--- config.mk ---
export PLATFORM = sky130hd
export DESIGN_NAME = uart_tx_scheduler_flat
export DESIGN_NICKNAME = d
export VERILOG_FILES = /design/src/rtl/uart_tx_scheduler_if.sv /design/src/rtl/uart_tx_scheduler.sv /design/src/flat_wrapper.sv
export SDC_FILE = /design/constraint.sdc
export NUM_CORES = 1
export LEC_CHECK = 0
export ABC_CLOCK_PERIOD_IN_PS = 1600
export CORE_ASPECT_RATIO = 0.5
export CORE_MARGIN = 3
export CORE_UTILIZATION = 35
export DETAILED_ROUTE_END_ITERATION = 16
export SYNTH_ARGS = -nofsm -noshare
export SYNTH_HDL_FRONTEND = slang
export SYNTH_SLANG_ARGS = --single-unit
--- constraint.sdc ---
create_clock -name clock -period 1.6 [get_ports clock]
set_input_delay 0.24 -clock clock [delete_from_list [all_inputs] [get_ports clock]]
set_output_delay 0.24 -clock clock [all_outputs]
set_load 0.05 [all_outputs]
--- src/rtl/uart_tx_scheduler_if.sv ---
// FIFO-read and transmitter-launch signals between the TX scheduler and its neighbours.
interface uart_tx_scheduler_if;
    logic       fifo_empty;
    logic [7:0] fifo_data;
    logic       fifo_rd_en;
    logic       tx_busy;
    logic       tx_start;
    logic [7:0] tx_data;

    modport master (
        input  fifo_empty, fifo_data, tx_busy,
        output fifo_rd_en, tx_start, tx_data
    );

    modport slave (
        output fifo_empty, fifo_data, tx_busy,
        input  fifo_rd_en, tx_start, tx_data
    );
endinterface

--- src/rtl/uart_tx_scheduler.sv ---
// uart_tx_scheduler: drains the TX byte FIFO into the UART transmitter.
// Optional CTS flow control is built when TXSCHED_CTS_EN is defined.
module uart_tx_scheduler #(
    parameter int unsigned GAP_CYCLES  = 0,
    parameter int unsigned ACK_TIMEOUT = 4
) (
    input  logic                clock,
    input  logic                reset,
    input  logic                enable,
`ifdef TXSCHED_CTS_EN
    input  logic                cts_n,
`endif
    uart_tx_scheduler_if.master bus,
    output logic                active,
    output logic [15:0]         frames_sent,
    output logic                err_timeout
);
    typedef enum logic [2:0] {
        IDLE,
        FETCH,
        LOAD,
        START,
        ACK,
        BUSY,
        GAP
    } state_e;

    localparam logic [3:0]  ACK_LIM = 4'(ACK_TIMEOUT);
    localparam logic [15:0] GAP_LIM = 16'(GAP_CYCLES);

    state_e      state_q, state_d;
    logic [3:0]  ack_cnt_q, ack_cnt_d;
    logic [15:0] gap_cnt_q, gap_cnt_d;
    logic [7:0]  tx_data_q;
    logic [15:0] frames_q;
    logic        rd_en_q, start_q, active_q, err_q;
    logic        frame_done, timeout, cts_ok;

`ifdef TXSCHED_CTS_EN
    logic cts_meta_q, cts_sync_q;
    assign cts_ok = ~cts_sync_q;
`else
    assign cts_ok = 1'b1;
`endif

    always_comb begin
        state_d    = state_q;
        ack_cnt_d  = ack_cnt_q;
        gap_cnt_d  = gap_cnt_q;
        frame_done = 1'b0;
        timeout    = 1'b0;
        unique case (state_q)
            IDLE: begin
                if (enable && !bus.fifo_empty && cts_ok)
                    state_d = FETCH;
            end
            FETCH: state_d = LOAD;
            LOAD:  state_d = START;
            START: begin
                ack_cnt_d = '0;
                state_d   = ACK;
            end
            ACK: begin
                if (bus.tx_busy) begin
                    state_d = BUSY;
                end else begin
                    ack_cnt_d = ack_cnt_q + 4'd1;
                    if (ack_cnt_q + 4'd1 == ACK_LIM) begin
                        timeout   = 1'b1;
                        gap_cnt_d = '0;
                        state_d   = GAP;
                    end
                end
            end
            BUSY: begin
                if (!bus.tx_busy) begin
                    frame_done = 1'b1;
                    gap_cnt_d  = '0;
                    state_d    = (GAP_CYCLES == 0) ? IDLE : GAP;
                end
            end
            GAP: begin
                // A timeout entry with no gap configured still spends one cycle here.
                gap_cnt_d = gap_cnt_q + 16'd1;
                if ((GAP_LIM == 16'd0) || (gap_cnt_q == GAP_LIM - 16'd1))
                    state_d = IDLE;
            end
            default: state_d = IDLE;
        endcase
    end

    always_ff @(posedge clock) begin
        if (reset) begin
            state_q   <= IDLE;
            ack_cnt_q <= '0;
            gap_cnt_q <= '0;
            tx_data_q <= '0;
            frames_q  <= '0;
            rd_en_q   <= 1'b0;
            start_q   <= 1'b0;
            active_q  <= 1'b0;
            err_q     <= 1'b0;
`ifdef TXSCHED_CTS_EN
            cts_meta_q <= 1'b0;
            cts_sync_q <= 1'b0;
`endif
        end else begin
            state_q   <= state_d;
            ack_cnt_q <= ack_cnt_d;
            gap_cnt_q <= gap_cnt_d;
            rd_en_q   <= (state_d == FETCH);
            start_q   <= (state_d == START);
            active_q  <= (state_d != IDLE);
            if (state_q == LOAD)
                tx_data_q <= bus.fifo_data;
            if (frame_done)
                frames_q <= frames_q + 16'd1;
            if (timeout)
                err_q <= 1'b1;
`ifdef TXSCHED_CTS_EN
            cts_meta_q <= cts_n;
            cts_sync_q <= cts_meta_q;
`endif
        end
    end

    assign bus.fifo_rd_en = rd_en_q;
    assign bus.tx_start   = start_q;
    assign bus.tx_data    = tx_data_q;
    assign active         = active_q;
    assign frames_sent    = frames_q;
    assign err_timeout    = err_q;
endmodule
--- src/flat_wrapper.sv ---
// flat-port wrapper written by rule: the top's interface ports become plain ports
module uart_tx_scheduler_flat 
#(
    parameter int unsigned GAP_CYCLES  = 0,
    parameter int unsigned ACK_TIMEOUT = 4
)
  (clock, reset, enable, active, frames_sent, err_timeout, bus_fifo_empty, bus_fifo_data, bus_tx_busy, bus_fifo_rd_en, bus_tx_start, bus_tx_data);
  uart_tx_scheduler_if bus_i ();
  input  logic clock;
  input  logic reset;
  input  logic enable;
  output logic active;
  output logic [15:0] frames_sent;
  output logic err_timeout;
  input wire logic [$bits(bus_i.fifo_empty)-1:0] bus_fifo_empty;
  input wire logic [$bits(bus_i.fifo_data)-1:0] bus_fifo_data;
  input wire logic [$bits(bus_i.tx_busy)-1:0] bus_tx_busy;
  output wire logic [$bits(bus_i.fifo_rd_en)-1:0] bus_fifo_rd_en;
  output wire logic [$bits(bus_i.tx_start)-1:0] bus_tx_start;
  output wire logic [$bits(bus_i.tx_data)-1:0] bus_tx_data;
  assign bus_i.fifo_empty = bus_fifo_empty;
  assign bus_i.fifo_data = bus_fifo_data;
  assign bus_i.tx_busy = bus_tx_busy;
  assign bus_fifo_rd_en = bus_i.fifo_rd_en;
  assign bus_tx_start = bus_i.tx_start;
  assign bus_tx_data = bus_i.tx_data;
  uart_tx_scheduler #(.GAP_CYCLES(GAP_CYCLES), .ACK_TIMEOUT(ACK_TIMEOUT)) u_core (.clock(clock), .reset(reset), .enable(enable), .bus(bus_i), .active(active), .frames_sent(frames_sent), .err_timeout(err_timeout));
endmodule
# Word-level counts from Yosys, hierarchy flattened
# Index checks and enable logic that the tools add are counted.
dict set report totals {
  ff_bits 35
  output_inout_bits 28
  word_cells 37
}
dict set report op_classes {
  addsub 2
  eq_ne 9
  n_mux 12
  reduce_logical 6
}
# op count
set op_table {}
lappend op_table {{3-bit one-hot mux with 6 select lines} 1}
lappend op_table {{16-bit by 1-bit adder with 16-bit output, second input constant} 1}
lappend op_table {{3-bit two-way mux} 4}
lappend op_table {{3-bit by 2-bit equality test with 1-bit output, second input constant} 3}
lappend op_table {{4-bit one-hot mux with 2 select lines} 1}
lappend op_table {{3-bit by 1-bit equality test with 1-bit output, second input constant} 2}
lappend op_table {{3-bit equality test, second input constant} 2}
lappend op_table {{1-bit two-way mux} 5}
lappend op_table {{4-bit by 1-bit adder with 4-bit output, second input constant} 1}
lappend op_table {{4-bit by 3-bit equality test with 1-bit output, second input constant} 1}
lappend op_table {{4-bit two-way mux} 1}
lappend op_table {{3-bit logical NOT} 1}
lappend op_table {{3-bit nonzero test} 1}
lappend op_table {{2-bit inequality test, second input constant} 1}
lappend op_table {{2-bit AND reduction} 1}
lappend op_table {{2-bit nonzero test} 1}
lappend op_table {{1-bit logical AND} 1}
lappend op_table {{1-bit logical NOT} 1}

# Longest topological paths before layout
# Gate-level depths: netlist of the first run.
dict set report depth {
  word_depth 6
  depth_mapped 6
}

# Least setup slack after synthesis of the first run
# Ideal clock, no wire load.
dict set report synth_path {
  path_kind {reg2reg}
  start {register u_core.frames_q[4], in the netlist u_core.frames_sent[4]}
  end {register u_core.frames_q[14], in the netlist u_core.frames_sent[14]}
  setup_ps 70
  t_arrival_ps 2030
  required_ps 1530
  setup_slack_ps -501
  path_stages_with_launch 6
  n_path_buf 1
  path_cell_list {dfxtp_1 nand4_2 or3_1 buf_2 or4_1 a21oi_1}
}
dict set report synth_between {
  elab_chain_len 1
}
# item line
set synth_lines {}
lappend synth_lines {{from (decl)} uart_tx_scheduler.sv:35} ;# logic [15:0] frames_q;
lappend synth_lines {{from (signal assigned)} uart_tx_scheduler.sv:117} ;# frames_q <= frames_q + 16'd1;
lappend synth_lines {{16-bit by 1-bit adder with 16-bit output} uart_tx_scheduler.sv:117}
# No other way between the ends.
# A chain may end at the register's enable or synchronous reset.

# Worst setup path in the final report of the first run
dict set report layout_path {
  start {register u_core.frames_q[6], in the netlist u_core.frames_sent[6]}
  end {register u_core.frames_q[14], in the netlist u_core.frames_sent[14]}
}
# The elaborated chain is that of the path after synthesis.

==> results of run 1 <==
[per-layer routing]
layer	vias to the layer above	share of wire
met5	-	0
met4	0	0
met3	0	0.050
met2	30	0.47
met1	654	0.48
li1	723	-
[metrics by stage]
step	setup TNS [ns]	setup slack, ns	utilization	hold WS, ns	cells
2_1_floorplan	-0.1385	-0.06624	-	0.3760	174
5_1_grt	-0.01766	-0.01251	0.5631	0.4649	286
3_3_place_gp	-2.780	-0.3047	0.5286	0.4368	278
3_5_place_dp	-3.263	-0.3457	0.5286	0.4398	278
4_1_cts	0	0.02522	0.5567	0.4487	286
6_report	0	0.05898	0.5631	0.4449	286
[flip-flops by register name, summed over array words and instances (netlist names)]
signal	count
u_core.state_q	3
u_core.bus.tx_start	1
u_core.err_timeout	1
u_core.bus.tx_data	8
u_core.bus.fifo_rd_en	1
u_core.active	1
u_core.ack_cnt_q	4
u_core.frames_sent	16
[worst min path at each step]
stage / start / end / slack [ns] / depth (start not counted)
after floorplan: bus_tx_busy / u_core.state_q[0]$_SDFF_PP0_ / 0.38 / 2
after global placement: u_core.err_timeout$_SDFFE_PP0P_ / u_core.err_timeout$_SDFFE_PP0P_ / 0.44 / 2
after detailed placement: u_core.err_timeout$_SDFFE_PP0P_ / u_core.err_timeout$_SDFFE_PP0P_ / 0.44 / 2
after CTS: u_core.err_timeout$_SDFFE_PP0P_ / u_core.err_timeout$_SDFFE_PP0P_ / 0.45 / 2
after global routing: u_core.err_timeout$_SDFFE_PP0P_ / u_core.err_timeout$_SDFFE_PP0P_ / 0.46 / 2
final: u_core.err_timeout$_SDFFE_PP0P_ / u_core.err_timeout$_SDFFE_PP0P_ / 0.44 / 2
[worst register-to-register path, delay by kind of cell (launching register included)]
kind / cells / cell delay, ns
compound gates: 1 / 0.13
flops: 1 / 0.36
simple gates: 3 / 0.99
[cell usage in the layout, fill, tap and decap left out, types with 4 or more instances in the layout]
master,instances
a21oi_1,12
buf_4,45
clkbuf_8,7
clkdlybuf4s50_1,11
dfxtp_1,21
dfxtp_4,13
mux2i_1,8
nand2_1,12
nand3_1,5
nor2_1,27
o21ai_0,5
o31ai_1,4
xnor2_1,4
xor2_1,6
[layout make-up]
cell class,instances,area (µm²)
fillers,377,1775
well taps,54,67.56
multi-input cells,126,842.1
flip-flops and latches,35,750.7
clock buffers,8,100.1
repair buffers,60,516.7
inverters,3,11.26
[power groups by stage]
stage                     combinational, mW  clock (mW)  sequential (mW)
after global placement                0.271           0            0.918
after CTS                             0.273       0.730            0.900
final                                 0.273       0.694            0.901
after global routing                  0.294       0.775            0.904
after detailed placement              0.273           0            0.919
after floorplan                       0.102           0            0.981
[cell families after synthesis]
| logic type | synth area share |
|---|---|
| adder cells (fa/ha/maj) | 0.01619 |
| multiplexers | 0.05911 |
| AO/OA/AOI/OAI | 0.1036 |
| XOR/XNOR | 0.05668 |
| buffers and inverters | 0.03400 |
| AND/OR/NAND/NOR | 0.2769 |
| flip-flops | 0.4534 |
==> impl_results.md, run 1 <==
* Tot Pwr at 1.867 mW
* Synthesized netlist cell count at 174
* CTS root buffer: clkbuf_8
* # DRC at 0
* Vias per cell at 4.920
* Post-Syn Nets at 189
* Worst path slowest cell: or4_1
* Initial antenna violation count at 0
* Iteration-0 DRC Markers at 44
* Post-CTS setup buffer count at 0
* Die area at 5297 µm²
* Fin crit period at 1.541 ns
* Power Internal at 1.394 mW
* Detailed Place HPWL at 2.516 mm
* CP peak stage delay at 0.49 ns
* Ys async rst share at 0
* H-Tree Depth at 2
* Worst setup path end: u_core.frames_sent[14]$_SDFFE_PP0P_
* First-pass GRT wire length at 5.809 mm
* Clock Latency Late Sink at 0.28 ns
* CP Capture Type: flop
* Switching share of power at 0.2538
* Tot GR Track Use at 0.1422
* Worst slew pin tran at 0.3179 ns
* Avg Cell Area, Syn at 8.881 µm²
* Num CTS Buffers at 5
* Post-detailed-routing wire length at 3.453 mm
* Synth top cells by count: 35 x dfxtp_1, 27 x nor2_1, 13 x a21oi_1, 13 x nand2_1, 8 x mux2i_1
* I/O pins at 41
* Global routing usage on met2 at 0.2219
* GR Util met1 at 0.1796
* Worst min-delay path category: flop to flop
* Setup Viol. Count Final at 0
* Synth top area share at 0.4534
* R2R Path Start: u_core.frames_sent[6]$_SDFFE_PP0P_
* Row cnt at 16
* Slew Limit Fails at 0
* Post-synth EDFFs at 0
* Critical path depth at 4
* Main synth FF type: dfxtp_1
* P_leak at 0.8804 nW
* Cell type with the largest total area after synthesis: dfxtp_1
* Rel. slew slack at 0.7863
* Most common cell in the synthesized netlist: dfxtp_1
* Mapped Area at 1545 µm²
* Fmax at 0.6489 GHz
* Placed Area at 2148 µm²
* Largest net degree at the start of global routing at 36
* Power Density at 816.0 nW/µm²
* Clk buf depth at 2
* Busiest grt layer: met2
* Initial Util at 0.3802
* CTS clk-pin slew, worst paths at 0.07 ns
* Main area contributors after synthesis: dfxtp_1 45%, nor2_1 6.6%, mux2i_1 5.2%
* Reg2Reg Depth at 4
* IO Port Bufs at 40
* Grt ovf at 0
* Max_cap viols at 0
* Worst EP required at 1.82 ns
* CTS tree: done
* Logic pwr share at 0.146
* R2R setup slack at 0.06 ns
* Via Count at 1407
* Hold-fix buffers, CTS at 0
* WS Path Type: flop to flop
* Met3 Resource Use GR at 0.06447
* Final net count at 246
* Die width at 99.97 µm
* CP startpoint: u_core.frames_sent[6]$_SDFFE_PP0P_
* Routed Antenna Nets at 0
* Status: completed
* RSZ-0062 raised after global routing: yes
* Worst reg2reg endpoint: u_core.frames_sent[14]$_SDFFE_PP0P_
* Core footprint at 4064 µm²
* Ant diodes at 0
* Vias in the first global route at 1251
* Drt wl/cell at 12.07 µm
* Critical-path cell list: nand4_4, or3_4, or4_1, a21oi_1
* Power share of the clock group at 0.371
* CTS Sinks at 35
* Final period utilization at 0.9631
* Crit path max-delay family: simple AND/OR/NAND/NOR gates
* Post-cts gate resize count at 5
* Final Hold Fails at 0
* Final instance area at 2288 µm²
* Number of synthesized register bits at 35
* Peak supply drop at 466.3 µV
* CP max FO at 10
* Area delta synth->final at 48.10%
* Drt pass-1 iters at 4
* Crit path buf inv count at 0
* Worst Path Arrival at 1.76 ns
* Die height at 52.99 µm
* Clk_skew at 0.004261 ns
* GPL Wtd Cong at 0.7526
* Netlist cell types at 40
* Startpoint types: flop
* Net Switching at 0.4739 mW
* Synth Warn # at 0
* Sequential area share after synthesis at 0.4534
* Flop pwr share at 0.482
* Layout cells sized above 1 at 0.3621
(Power assumes the default switching activity.)
==> inputs of run 2 (changes only) <==
Settings changed: GPL_ROUTABILITY_DRIVEN from default to 0, TNS_END_PERCENT from default to 30.
==> impl_results.md, run 2 (synthesis gave the netlist of run 1 again) <==
* Reg2Reg Depth at 5
* Peak supply drop at 438.3 µV
* CP startpoint: u_core.state_q[0]$_SDFF_PP0_
* Multi-input logic area at 852.1 µm²
* End-of-flow core utilization at 0.5687
* Sequential Area at 749.5 µm²
* Drt pass-1 iters at 4
* Rel. slew slack at 0.7977
* CTS Sinks at 35
* Die area at 5297 µm²
* Worst Path Arrival at 1.77 ns
* Slew Limit Fails at 0
* Grt ovf at 0
* Final net count at 252
* Power Density at 775.3 nW/µm²
* CP Capture Type: flop
* Fmax at 0.6459 GHz
* Max_cap viols at 0
* Area delta synth->final at 49.55%
* Drt wl/cell at 11.85 µm
* Worst reg2reg endpoint: u_core.frames_sent[15]$_SDFFE_PP0P_
* Final period utilization at 0.9677
* Clk_skew at 0.003917 ns
* CTS clk-pin slew, worst paths at 0.07 ns
* Tot Pwr at 1.792 mW
* CTS tree: done
* IO Port Bufs at 40
* Hold-fix buffers, CTS at 0
* Hold Crit Depth at 2
* Worst EP required at 1.82 ns
* I/O pins at 41
* Post-detailed-routing wire length at 3.461 mm
* First-pass GRT wire length at 5.858 mm
* P_leak at 0.8979 nW
* Status: completed
* Most common cell after layout, fill and taps aside: buf_4
* Num CTS Buffers at 5
* Ant diodes at 0
* CP max FO at 6
* Total negative slack at 0 ns
* Final Hold Fails at 0
* WS Path Type: flop to flop
* Layout cells sized above 1 at 0.3697
* Detailed Place HPWL at 2.500 mm
* Worst min-delay path startpoint: u_core.err_timeout$_SDFFE_PP0P_
* R2R Path Start: u_core.state_q[0]$_SDFF_PP0_
* # DRC at 0
* Core footprint at 4064 µm²
* Fillers at 377
* Largest net degree at the start of global routing at 36
* Initial antenna violation count at 0
* Setup Viol. Count Final at 0
* Placed Area at 2172 µm²
* H-Tree Depth at 2
* Routed Antenna Nets at 0
* Tot GR Track Use at 0.1416
* Worst slew pin tran at 0.3007 ns
* Iteration-0 DRC Markers at 28
* Max FFs per register at 16
* Clk buf depth at 2
* R2R setup slack at 0.05 ns
* CTS root buffer: clkbuf_8
* Die width at 99.97 µm
* Vias in the first global route at 1319
* Fin crit period at 1.548 ns
* RSZ-0062 raised after global routing: yes
* Row cnt at 16
* Final instance area at 2311 µm²
* Hold_ws at 0.4444 ns
* Initial Util at 0.3802
* Clock Latency Late Sink at 0.28 ns
* Die height at 52.99 µm
* Via Count at 1432
* Vias per cell at 4.904
* Startpoint types: flop
* Hold Path Sink: u_core.err_timeout$_SDFFE_PP0P_
* Commonest non-fill, non-tap cells in the layout: 52 x buf_4, 27 x nor2_1, 22 x dfxtp_1, 13 x dfxtp_4
* Worst min-delay path category: flop to flop
-- run 2: worst max-delay path, stage by stage (launching register included) --
cell       delay [ns]
dfxtp_4          0.36
buf_4            0.12
nand4bb_4        0.10
or2_4            0.26
or4_4            0.51
a21oi_2          0.13
-- run 2: area by class of cell --
cell class / instances / area share
Tap cell: 54 / 0.02924
Sequential cell: 35 / 0.3243
Inverter: 3 / 0.004873
Multi-Input combinational cell: 126 / 0.3687
Timing Repair Buffer: 66 / 0.2377
Clock inverter: 1 / 0.002166
Clock buffer: 7 / 0.03303
-- run 2: worst max path at each step --
stage | cells past startpoint | endpoint
after global routing | 5 | u_core.frames_sent[13]$_SDFFE_PP0P_
after floorplan | 5 | u_core.frames_sent[12]$_SDFFE_PP0P_
after detailed placement | 5 | u_core.frames_sent[13]$_SDFFE_PP0P_
final | 5 | u_core.frames_sent[15]$_SDFFE_PP0P_
after CTS | 5 | u_core.frames_sent[12]$_SDFFE_PP0P_
after global placement | 5 | u_core.frames_sent[15]$_SDFFE_PP0P_
-- run 2: repair_timing --
action	CTS	global route
setup buffers	0	0
endpoints found under the hold margin	0	0
endpoints found under the setup margin	8	9
pin swaps	0	2
resized for setup	6	9
-- run 2: routing by layer --
metal	track usage	share of wire	vias to the layer above	wire [µm]
li1	-	-	736	-
met1	0.1797	0.48	673	1664
met2	0.2307	0.47	17	1635
met3	0.04342	0.036	6	125
met4	0.04762	0.010	0	36
met5	0	0	-	0
-- run 2: stage by stage --
stage | setup slack, ns | cells
6_report | 0.05170 | 292
4_1_cts | 0.007130 | 292
5_1_grt | -0.01594 | 292
3_3_place_gp | -0.3502 | 284
3_5_place_dp | -0.4041 | 284
2_1_floorplan | -0.06661 | 174
-- run 2: power breakdown --
| part | switching [mW] | total, mW | internal, mW | leakage, nW |
|---|---|---|---|---|
| combinational | 0.158 | 0.283 | 0.124 | 0.562 |
| sequential | 0.0191 | 0.898 | 0.879 | 0.293 |
| clock | 0.306 | 0.611 | 0.305 | 0.0422 |
==> inputs of run 3 (changes only) <==
Settings changed: PLACE_DENSITY from default to 0.67, REMOVE_ABC_BUFFERS from default to 1.
==> impl_results.md, run 3 (synthesis gave the netlist of run 1 again) <==
* Peak supply drop at 361.0 µV
* CTS clk-pin slew, worst paths at 0.07 ns
* Worst reg2reg endpoint: u_core.frames_sent[14]$_SDFFE_PP0P_
* Worst Path Arrival at 1.78 ns
* IO Port Bufs at 40
* Hold Path Sink: u_core.err_timeout$_SDFFE_PP0P_
* Final net count at 252
* Setup Viol. Count Final at 0
* Placed cells at 284
* Worst EP required at 1.82 ns
* Worst min-delay path startpoint: u_core.err_timeout$_SDFFE_PP0P_
* Layout cells sized above 1 at 0.3445
* Post-CTS setup buffer count at 0
* Crit path buf inv count at 0
* Clk_skew at 0.003987 ns
* Ant diodes at 0
* Dpl ws at -0.3843 ns
* Area delta synth->final at 45.67%
* Fmax at 0.6419 GHz
* RSZ-0062 raised after global routing: yes
* Fillers at 381
* Final setup margin at 0.04208 ns
* Commonest non-fill, non-tap cells in the layout: 52 x buf_4, 29 x dfxtp_1, 27 x nor2_1, 12 x a21oi_1, 12 x nand2_1
* Final instance area at 2251 µm²
* Slew Limit Fails at 0
* Drt wl/cell at 11.79 µm
* Die height at 52.99 µm
* Die width at 99.97 µm
* Critical-path cell list: nand4_2, or3_4, or4_1, a21oi_1
* I/O pins at 41
* Total negative slack at 0 ns
* Detailed Place HPWL at 2.504 mm
* Power Density at 803.1 nW/µm²
* Tot Pwr at 1.808 mW
* Max_cap viols at 0
* WS Path Type: flop to flop
* Num CTS Buffers at 5
* Post-detailed-routing wire length at 3.444 mm
* Reg2Reg Depth at 4
* Iteration-0 DRC Markers at 46
* P_leak at 0.8878 nW
* Grt ovf at 0
* Row cnt at 16
* Initial Util at 0.3802
* R2R Path Start: u_core.frames_sent[6]$_SDFFE_PP0P_
* CP Capture Type: flop
* Initial antenna violation count at 0
* Core footprint at 4064 µm²
* Clk buf depth at 2
* Status: completed
* # DRC at 0
* Clock Latency Late Sink at 0.29 ns
* Worst path slowest cell: or4_1
* Worst min-delay path category: flop to flop
* Final period utilization at 0.9737
* CTS tree: done
* CP peak stage delay at 0.51 ns
* Via Count at 1418
* Largest net degree at the start of global routing at 36
* Most common cell after layout, fill and taps aside: buf_4
* Rel. slew slack at 0.7877
* CP max FO at 10
* Worst slew pin tran at 0.3156 ns
* Max FFs per register at 16
* First-pass GRT wire length at 5.540 mm
* Hold Crit Depth at 2
* Routed Antenna Nets at 0
* CTS Sinks at 35
* Placed Area at 2122 µm²
* Fin crit period at 1.558 ns
* Post-Layout Cell Count at 292
* Die area at 5297 µm²
* Tot GR Track Use at 0.1330
* Crit path max-delay family: simple AND/OR/NAND/NOR gates
* H-Tree Depth at 2
* CTS root buffer: clkbuf_8
* Startpoint types: flop
* Final Hold Fails at 0
* Drt pass-1 iters at 4
* Vias in the first global route at 1243
* R2R setup slack at 0.04 ns
* Vias per cell at 4.856
[run 3: changes by cell type in the layout (fill, tap and decap cells not counted), sizes merged]
cell / change
clkbuf: -2
clkinv: +2
[run 3: final cells by class]
type / count / area [µm²] / share of cell area
Clock inverter: 3 / 15.01 / 0.006670
Sequential cell: 35 / 710.7 / 0.3157
Multi-Input combinational cell: 126 / 828.3 / 0.3680
Clock buffer: 5 / 68.82 / 0.03057
Timing Repair Buffer: 66 / 549.3 / 0.2440
Tap cell: 54 / 67.56 / 0.03002
Inverter: 3 / 11.26 / 0.005003
[run 3: report_power, final]
| part | total (mW) | switching, mW | internal, mW |
|---|---|---|---|
| sequential | 0.919 | 0.0206 | 0.898 |
| combinational | 0.265 | 0.151 | 0.114 |
| clock | 0.623 | 0.326 | 0.298 |
| total | 1.81 | 0.497 | 1.31 |
[run 3: worst max path at each step]
stage,from,endpoint,slack (ns),cells past startpoint
final,u_core.frames_sent[6]$_SDFFE_PP0P_,u_core.frames_sent[14]$_SDFFE_PP0P_,0.04,4
after global routing,u_core.state_q[2]$_SDFF_PP0_,u_core.frames_sent[12]$_SDFFE_PP0P_,-0.03,5
after CTS,u_core.state_q[0]$_SDFF_PP0_,u_core.ack_cnt_q[3]$_SDFFE_PP0P_,0.009,4
after detailed placement,bus_tx_busy,u_core.frames_sent[15]$_SDFFE_PP0P_,-0.38,5
after global placement,bus_tx_busy,u_core.frames_sent[13]$_SDFFE_PP0P_,-0.33,5
after floorplan,u_core.state_q[2]$_SDFF_PP0_,u_core.frames_sent[12]$_SDFFE_PP0P_,-0.50,4
[run 3: worst reg2reg max path, stage by stage (launching register included)]
cell and delay, ns:
dfxtp_2 0.34, nand4_2 0.11, or3_4 0.39, or4_1 0.51, a21oi_1 0.14
[run 3: timing repair]
action,4_1_cts,5_1_grt
endpoints found under the setup margin,7,6
resized for setup,6,10
hold buffers,0,0
pin swaps,1,2
endpoints found under the hold margin,0,0
[run 3: routing by layer]
layer | vias to the layer above | share of wire | GRT usage
met5 | - | 0 | 0
met3 | 4 | 0.042 | 0.04079
li1 | 735 | - | -
met2 | 20 | 0.49 | 0.2174
met4 | 0 | 0.010 | 0.05442
met1 | 659 | 0.46 | 0.1650
[run 3: metrics by stage]
| step | utilization | hold slack, ns |
|---|---|---|
| 3_3_place_gp | 0.5222 | 0.4383 |
| 5_1_grt | 0.5539 | 0.4801 |
| 4_1_cts | 0.5468 | 0.4584 |
| 2_1_floorplan | - | 0.3091 |
| 6_report | 0.5539 | 0.4546 |
| 3_5_place_dp | 0.5222 | 0.4467 |
==> RTL edit 1: new RTL, flow settings as in run 2 <==
Put one more register stage on the output `err_timeout`, with the module's reset. The value now appears one clock later. The other outputs are not delayed to match.
--- a/src/rtl/uart_tx_scheduler.sv
+++ b/src/rtl/uart_tx_scheduler.sv
@@ -129,5 +129,11 @@
     assign bus.tx_data    = tx_data_q;
     assign active         = active_q;
     assign frames_sent    = frames_q;
-    assign err_timeout    = err_q;
+    always_ff @(posedge clock) begin
+        if (reset) begin
+            err_timeout <= '0;
+        end else begin
+            err_timeout <= err_q;
+        end
+    end
 endmodule
Function: changed (a bounded check fails within 10 cycles, from zero or initial values and one cycle with reset high).
==> RTL edit 1 against run 2 <==
  * Synthesized cell count shrank 4.6%
  * Utilization shrank 4.0 points
  * Die area grew 0.59%
  * Worst setup slack gained 0.0041 ns
  * Sequential cell count increased by 1
  * Worst hold slack worse by 0.0038 ns
  * Area after synthesis is 0.65% higher
  * Clock power barely moved
  * Count of clock-buffer cells in the layout unchanged
  * Power increased by 1.6%
  * Routed wire length shrank 6.0%
  * Design area is 6.6% lower
  * Sequential share of layout area grew 2.4 points
  * Critical endpoint unchanged
  * Largest cell class unchanged
  * Largest power group unchanged
  * Highest routed layer unchanged
==> RTL edit 1: results (changes against run 2) <==
| Metric | Value |
|---|---|
| Status | `finished, final reports clean` |
| First-pass GRT wire length | `5.44 mm (-7.1%)` |
| Maximum VDD drop | `0.376 mV (-14%)` |
| Worst Hold Class | `reg -> reg` |
| Mapped Nets | `181 (-4.2%)` |
| FF-to-FF path depth | `4 (-1)` |
| F_max | `648 MHz (+0.26%)` |
| Pin count of the biggest net entering global routing | `17 (-53%)` |
| Placed Cells | `268 (-5.6%)` |
| Worst slew margin | `0.811 (+0.0131)` |
| Leakage power | `0.000893 µW (-0.50%)` |
| Count of cell types in the netlist | `39 (-2.5%)` |
| CP arrival | `1.71 ns (-0.06 ns)` |
| Cells after synthesis | `166 (-4.6%)` |
| Worst Hold Path EP | `u_core.err_timeout$_SDFF_PP0_` |
| Share of cells above drive strength 1 | `0.338 (-0.0319)` |
| Top post-synthesis cells by area | `dfxtp_1 46%, nor2_1 6.0%, mux2i_1 5.8%, xor2_1 5.1%, a21oi_1 4.2%` |
| Postcts setup bufs | `0 (unchanged)` |
| Clk slew on worst S/H paths | `0.07 ns (about the same)` |
| IO buf count | `40 (unchanged)` |
| R2R Path Start | `u_core.frames_sent[4]$_SDFFE_PP0P_` |
| # nets final | `236 (-6.3%)` |
| Vias in the first global route | `1219 (-7.6%)` |
| Reg2reg end | `u_core.frames_sent[12]$_SDFFE_PP0P_` |
| Seq/Total Area, Yosys | `0.463 (+0.00995)` |
| Final HPWL from detailed placement | `2.47 mm (-1.1%)` |
| Iteration-0 DRC Markers | `31 (+11%)` |
| Final Skew | `0.00540 ns (+0.00148 ns)` |
| Synth Warn # | `0 (unchanged)` |
| Critical Path Max Stage Delay | `0.41 ns (-0.10 ns)` |
| Vias per cell | `4.80 (-2.2%)` |
| Clk buf depth | `2 (unchanged)` |
| Post-Route WL | `3.25 mm (-6.0%)` |
| Worst R2R Setup Slack | `0.08 ns (+0.03 ns)` |
| CP max-delay cell | `clkdlybuf4s50_1` |
| Most instantiated cells after synthesis | `36 x dfxtp_1, 25 x nor2_1, 13 x a21oi_1, 9 x mux2i_1, 9 x xor2_1` |
| Non-filler cells, final | `276 (-5.5%)` |
| Hold_sp | `u_core.err_q$_SDFFE_PP0P_` |
| Cell family with most CP delay | `simple AND/OR/NAND/NOR gates` |
| Total GRT Usage | `0.130 (-0.0120)` |
| Dpl ws | `-0.300 ns (+0.104 ns)` |
## RTL edit 1: cell count changes after synthesis, moves of 3 or more
cell      change
nand2_1       -6
xnor2_1       -3
buf_6         +3
clkbuf_1      -3
xor2_1        +3
buf_2         -3
## RTL edit 1: through the flow
stage | power [µW] | area (µm²) | hold slack, ns | util
2_1_floorplan | 1130 | 1590 | 0.387 | -
3_3_place_gp | 1230 | 2060 | 0.428 | 0.505
4_1_cts | 1850 | 2150 | 0.447 | 0.526
5_1_grt | 1920 | 2160 | 0.478 | 0.528
3_5_place_dp | 1230 | 2060 | 0.437 | 0.505
6_report | 1820 | 2160 | 0.441 | 0.528
## RTL edit 1: worst register-to-register path, stage by stage, from the launching register on
cell and delay, ns:
dfxtp_4 0.37, and4_4 0.26, nand4_4 0.16, or4_1 0.53
a21oi_1 0.14
## RTL edit 1: cell type report
| type | count | area, µm² |
|---|---|---|
| inverters | 5 | 18.8 |
| fillers | 403 | 1930 |
| clock inverters | 1 | 5.00 |
| clock buffers | 7 | 76.3 |
| multi-input cells | 117 | 777 |
| repair buffers | 56 | 463 |
| flip-flops and latches | 36 | 751 |
| well taps | 54 | 67.6 |
## RTL edit 1: worst max-delay path by stage
stage                                                    from                                   to  slack [ns]  cells after the start
after floorplan           u_core.frames_sent[10]$_SDFFE_PP0P_  u_core.frames_sent[15]$_SDFFE_PP0P_       -0.03                      3
after global placement                            bus_tx_busy     u_core.ack_cnt_q[3]$_SDFFE_PP0P_       -0.28                      6
after detailed placement                          bus_tx_busy     u_core.ack_cnt_q[3]$_SDFFE_PP0P_       -0.30                      6
after CTS                        u_core.state_q[0]$_SDFF_PP0_  u_core.frames_sent[14]$_SDFFE_PP0P_      -0.005                      4
after global routing       u_core.frames_sent[0]$_SDFFE_PP0P_  u_core.frames_sent[14]$_SDFFE_PP0P_      -0.007                      5
final                                             bus_tx_busy  u_core.frames_sent[15]$_SDFFE_PP0P_        0.06                      5
## RTL edit 1: per-layer routing
metal,vias to the layer above,global-route usage,part of all wire
li1,684,-,-
met1,617,0.164,0.48
met5,-,0,0
met3,2,0.0434,0.044
met2,21,0.214,0.47
met4,0,0.0336,0.0052
## RTL edit 1: logic make-up after synthesis
family                   synth area share
AND/OR/NAND/NOR                     0.261
flip-flops                          0.463
AO/OA/AOI/OAI                      0.0901
buffers and inverters              0.0483
XOR/XNOR                           0.0563
multiplexers                       0.0652
adder cells (fa/ha/maj)            0.0161
## RTL edit 1: repair_timing
| item | 4_1_cts | 5_1_grt |
|---|---|---|
| pin swaps | 0 | 3 |
| setup endpoints to repair | 2 | 7 |
| gates resized for setup | 1 | 5 |
## RTL edit 1: power by group
part	total (µW)	leakage, µW	internal [µW]	switching [µW]
clock network	611	0.0000422	306	306
registers	935	0.000299	916	18.6
logic	274	0.000552	117	156
total	1820	0.000893	1340	480
==> RTL edit 2: new RTL, flow settings as in run 2 <==
Without the edit above. Reset style: asynchronous (`reset`), changed in one clocked block.
--- a/src/rtl/uart_tx_scheduler.sv
+++ b/src/rtl/uart_tx_scheduler.sv
@@ -89,7 +89,7 @@
         endcase
     end
 
-    always_ff @(posedge clock) begin
+    always_ff @(posedge clock or posedge reset) begin
         if (reset) begin
             state_q   <= IDLE;
             ack_cnt_q <= '0;
Behaviour: differs if reset is asserted again (counterexample within 4 cycles, from zero or initial values and one cycle with reset high); with reset held inactive, the same outputs for 10 cycles.
==> RTL edit 2 against run 2 <==
  * Critical endpoint is now u_core.frames_sent[12]$_DFFE_PP0P_
  * Routed wire length fell by 11%
  * Via count fell by 20%
  * Cell count fell by 17%
  * Worst setup slack improved by 0.044 ns
  * Clock skew rose by 0.0026 ns
  * Area after synthesis rose by 1.1%
  * Sequential cell count did not move
  * Design area fell by 8.0%
Power is not compared: it rests on default switching activity, and its combinational part moved more than twofold at a synthesized area within 25%.
==> RTL edit 2: results (changes against run 2) <==
| Metric | Value |
|---|---|
| Status | `finished, final reports clean` |
| WL per Instance | `12.8 µm (+7.8%)` |
| Synth Warn # | `0 (unchanged)` |
| Synth Flop Type | `dfrtp_1` |
| Maximum VDD drop | `0.567 mV` |
| IO buf count | `40 (unchanged)` |
| Top post-synthesis cells by area | `dfrtp_1 56%, xnor2_1 6.7%, mux2_2 5.8%, nand2_1 4.3%, a21oi_1 1.9%` |
| Most instantiated cells after synthesis | `35 x dfrtp_1, 18 x nand2_1, 12 x xnor2_1, 8 x mux2_2, 8 x nor2_1` |
| Final Skew | `0.00650 ns (+0.00258 ns)` |
| Non-filler cells, final | `242 (-17%)` |
| # nets final | `202 (-20%)` |
| Leakage power | `a little under 0.001 µW` |
| Vias per cell | `4.72 (-3.8%)` |
| Post-synthesis mux area share | `0.0641 (+0.00494)` |
| Vias in the first global route | `1171 (-11%)` |
| Clk slew on worst S/H paths | `0.07 ns (about the same)` |
| Placed instance area | `0.00203 mm² (-6.3%)` |
| Share of cells above drive strength 1 | `0.356 (-0.0134)` |
| Total GRT Usage | `0.135 (-0.00699)` |
| First-pass GRT wire length | `5.44 mm (-7.1%)` |
| Filler Cell Count | `378 (+0.27%)` |
| CP arrival | `1.67 ns (-0.10 ns)` |
| Seq/Total Area, Yosys | `0.560 (+0.107)` |
| Synth Area in Adders | `0.0160 (-0.000182)` |
| Max FO, Critical Path | `4 (-2)` |
| Syn Area/Cell | `11.7 µm² (+32%)` |
| Worst Hold Class | `in -> async` |
| XOR/XNOR share of the synthesized area | `0.0841 (+0.0274)` |
| Reg2reg end | `u_core.frames_sent[12]$_DFFE_PP0P_` |
| R2R Path Start | `u_core.frames_sent[3]$_DFFE_PP0P_` |
| CP Class | `in -> reg` |
| WHS | `0.304 ns (-0.140 ns)` |
| Final HPWL from detailed placement | `2.32 mm (-7.4%)` |
| Synth Area in Compound Gates | `0.0673 (-0.0364)` |
| Critical path startpoint | `bus_tx_busy` |
| Placed Cells | `234 (-18%)` |
| Worst R2R Setup Slack | `0.12 ns (+0.07 ns)` |
| Dpl ws | `-0.203 ns (+0.201 ns)` |
| Post_cts resized | `0 (-6)` |
| Post-synth ARST share | `1.00 (+1.00)` |
| Initial antenna violation count | `0 (unchanged)` |
| Iteration-0 DRC Markers | `32 (+14%)` |
| Least-Margin Pin Slew | `0.417 ns (+0.116 ns)` |
| Clk root buf | `clkbuf_8` |
| Pin count of the biggest net entering global routing | `36 (unchanged)` |
| Critical Path Max Stage Delay | `0.45 ns (-0.06 ns)` |
| FF-to-FF path depth | `4 (-1)` |
| Count of cell types in the netlist | `32 (-20%)` |
| CP max-delay cell | `nor4_2` |
| F_max | `665 MHz (+2.9%)` |
| Mapped Nets | `148 (-22%)` |
==> RTL edit 2: cell type report <==
class	count	area (µm²)	area share
clock buffers	7	86.3	0.0406
clock inverters	1	5.00	0.00235
inverters	5	18.8	0.00882
multi-input cells	91	653	0.307
flip-flops and latches	35	886	0.416
well taps	54	67.6	0.0318
repair buffers	49	410	0.193
==> RTL edit 2: metal layers <==
metal,up-vias,global-route usage,routed length (µm)
met4,0,0.0403,15
met3,2,0.0487,128
met5,-,0,0
li1,568,-,-
met2,20,0.225,1470
met1,552,0.165,1480
==> RTL edit 2: cells by family after synthesis <==
| family | count (synthesis) |
|---|---|
| AO/OA/AOI/OAI | 16 |
| multiplexers | 9 |
| buffers and inverters | 7 |
| flip-flops | 35 |
| AND/OR/NAND/NOR | 49 |
| XOR/XNOR | 15 |
| adder cells (fa/ha/maj) | 2 |
==> RTL edit 2: critical path: cells and delay by family <==
kind	cells	cell delay, ns
buf+inv	1	0.44
simple gates	3	0.85
xor+xnor	1	0.14
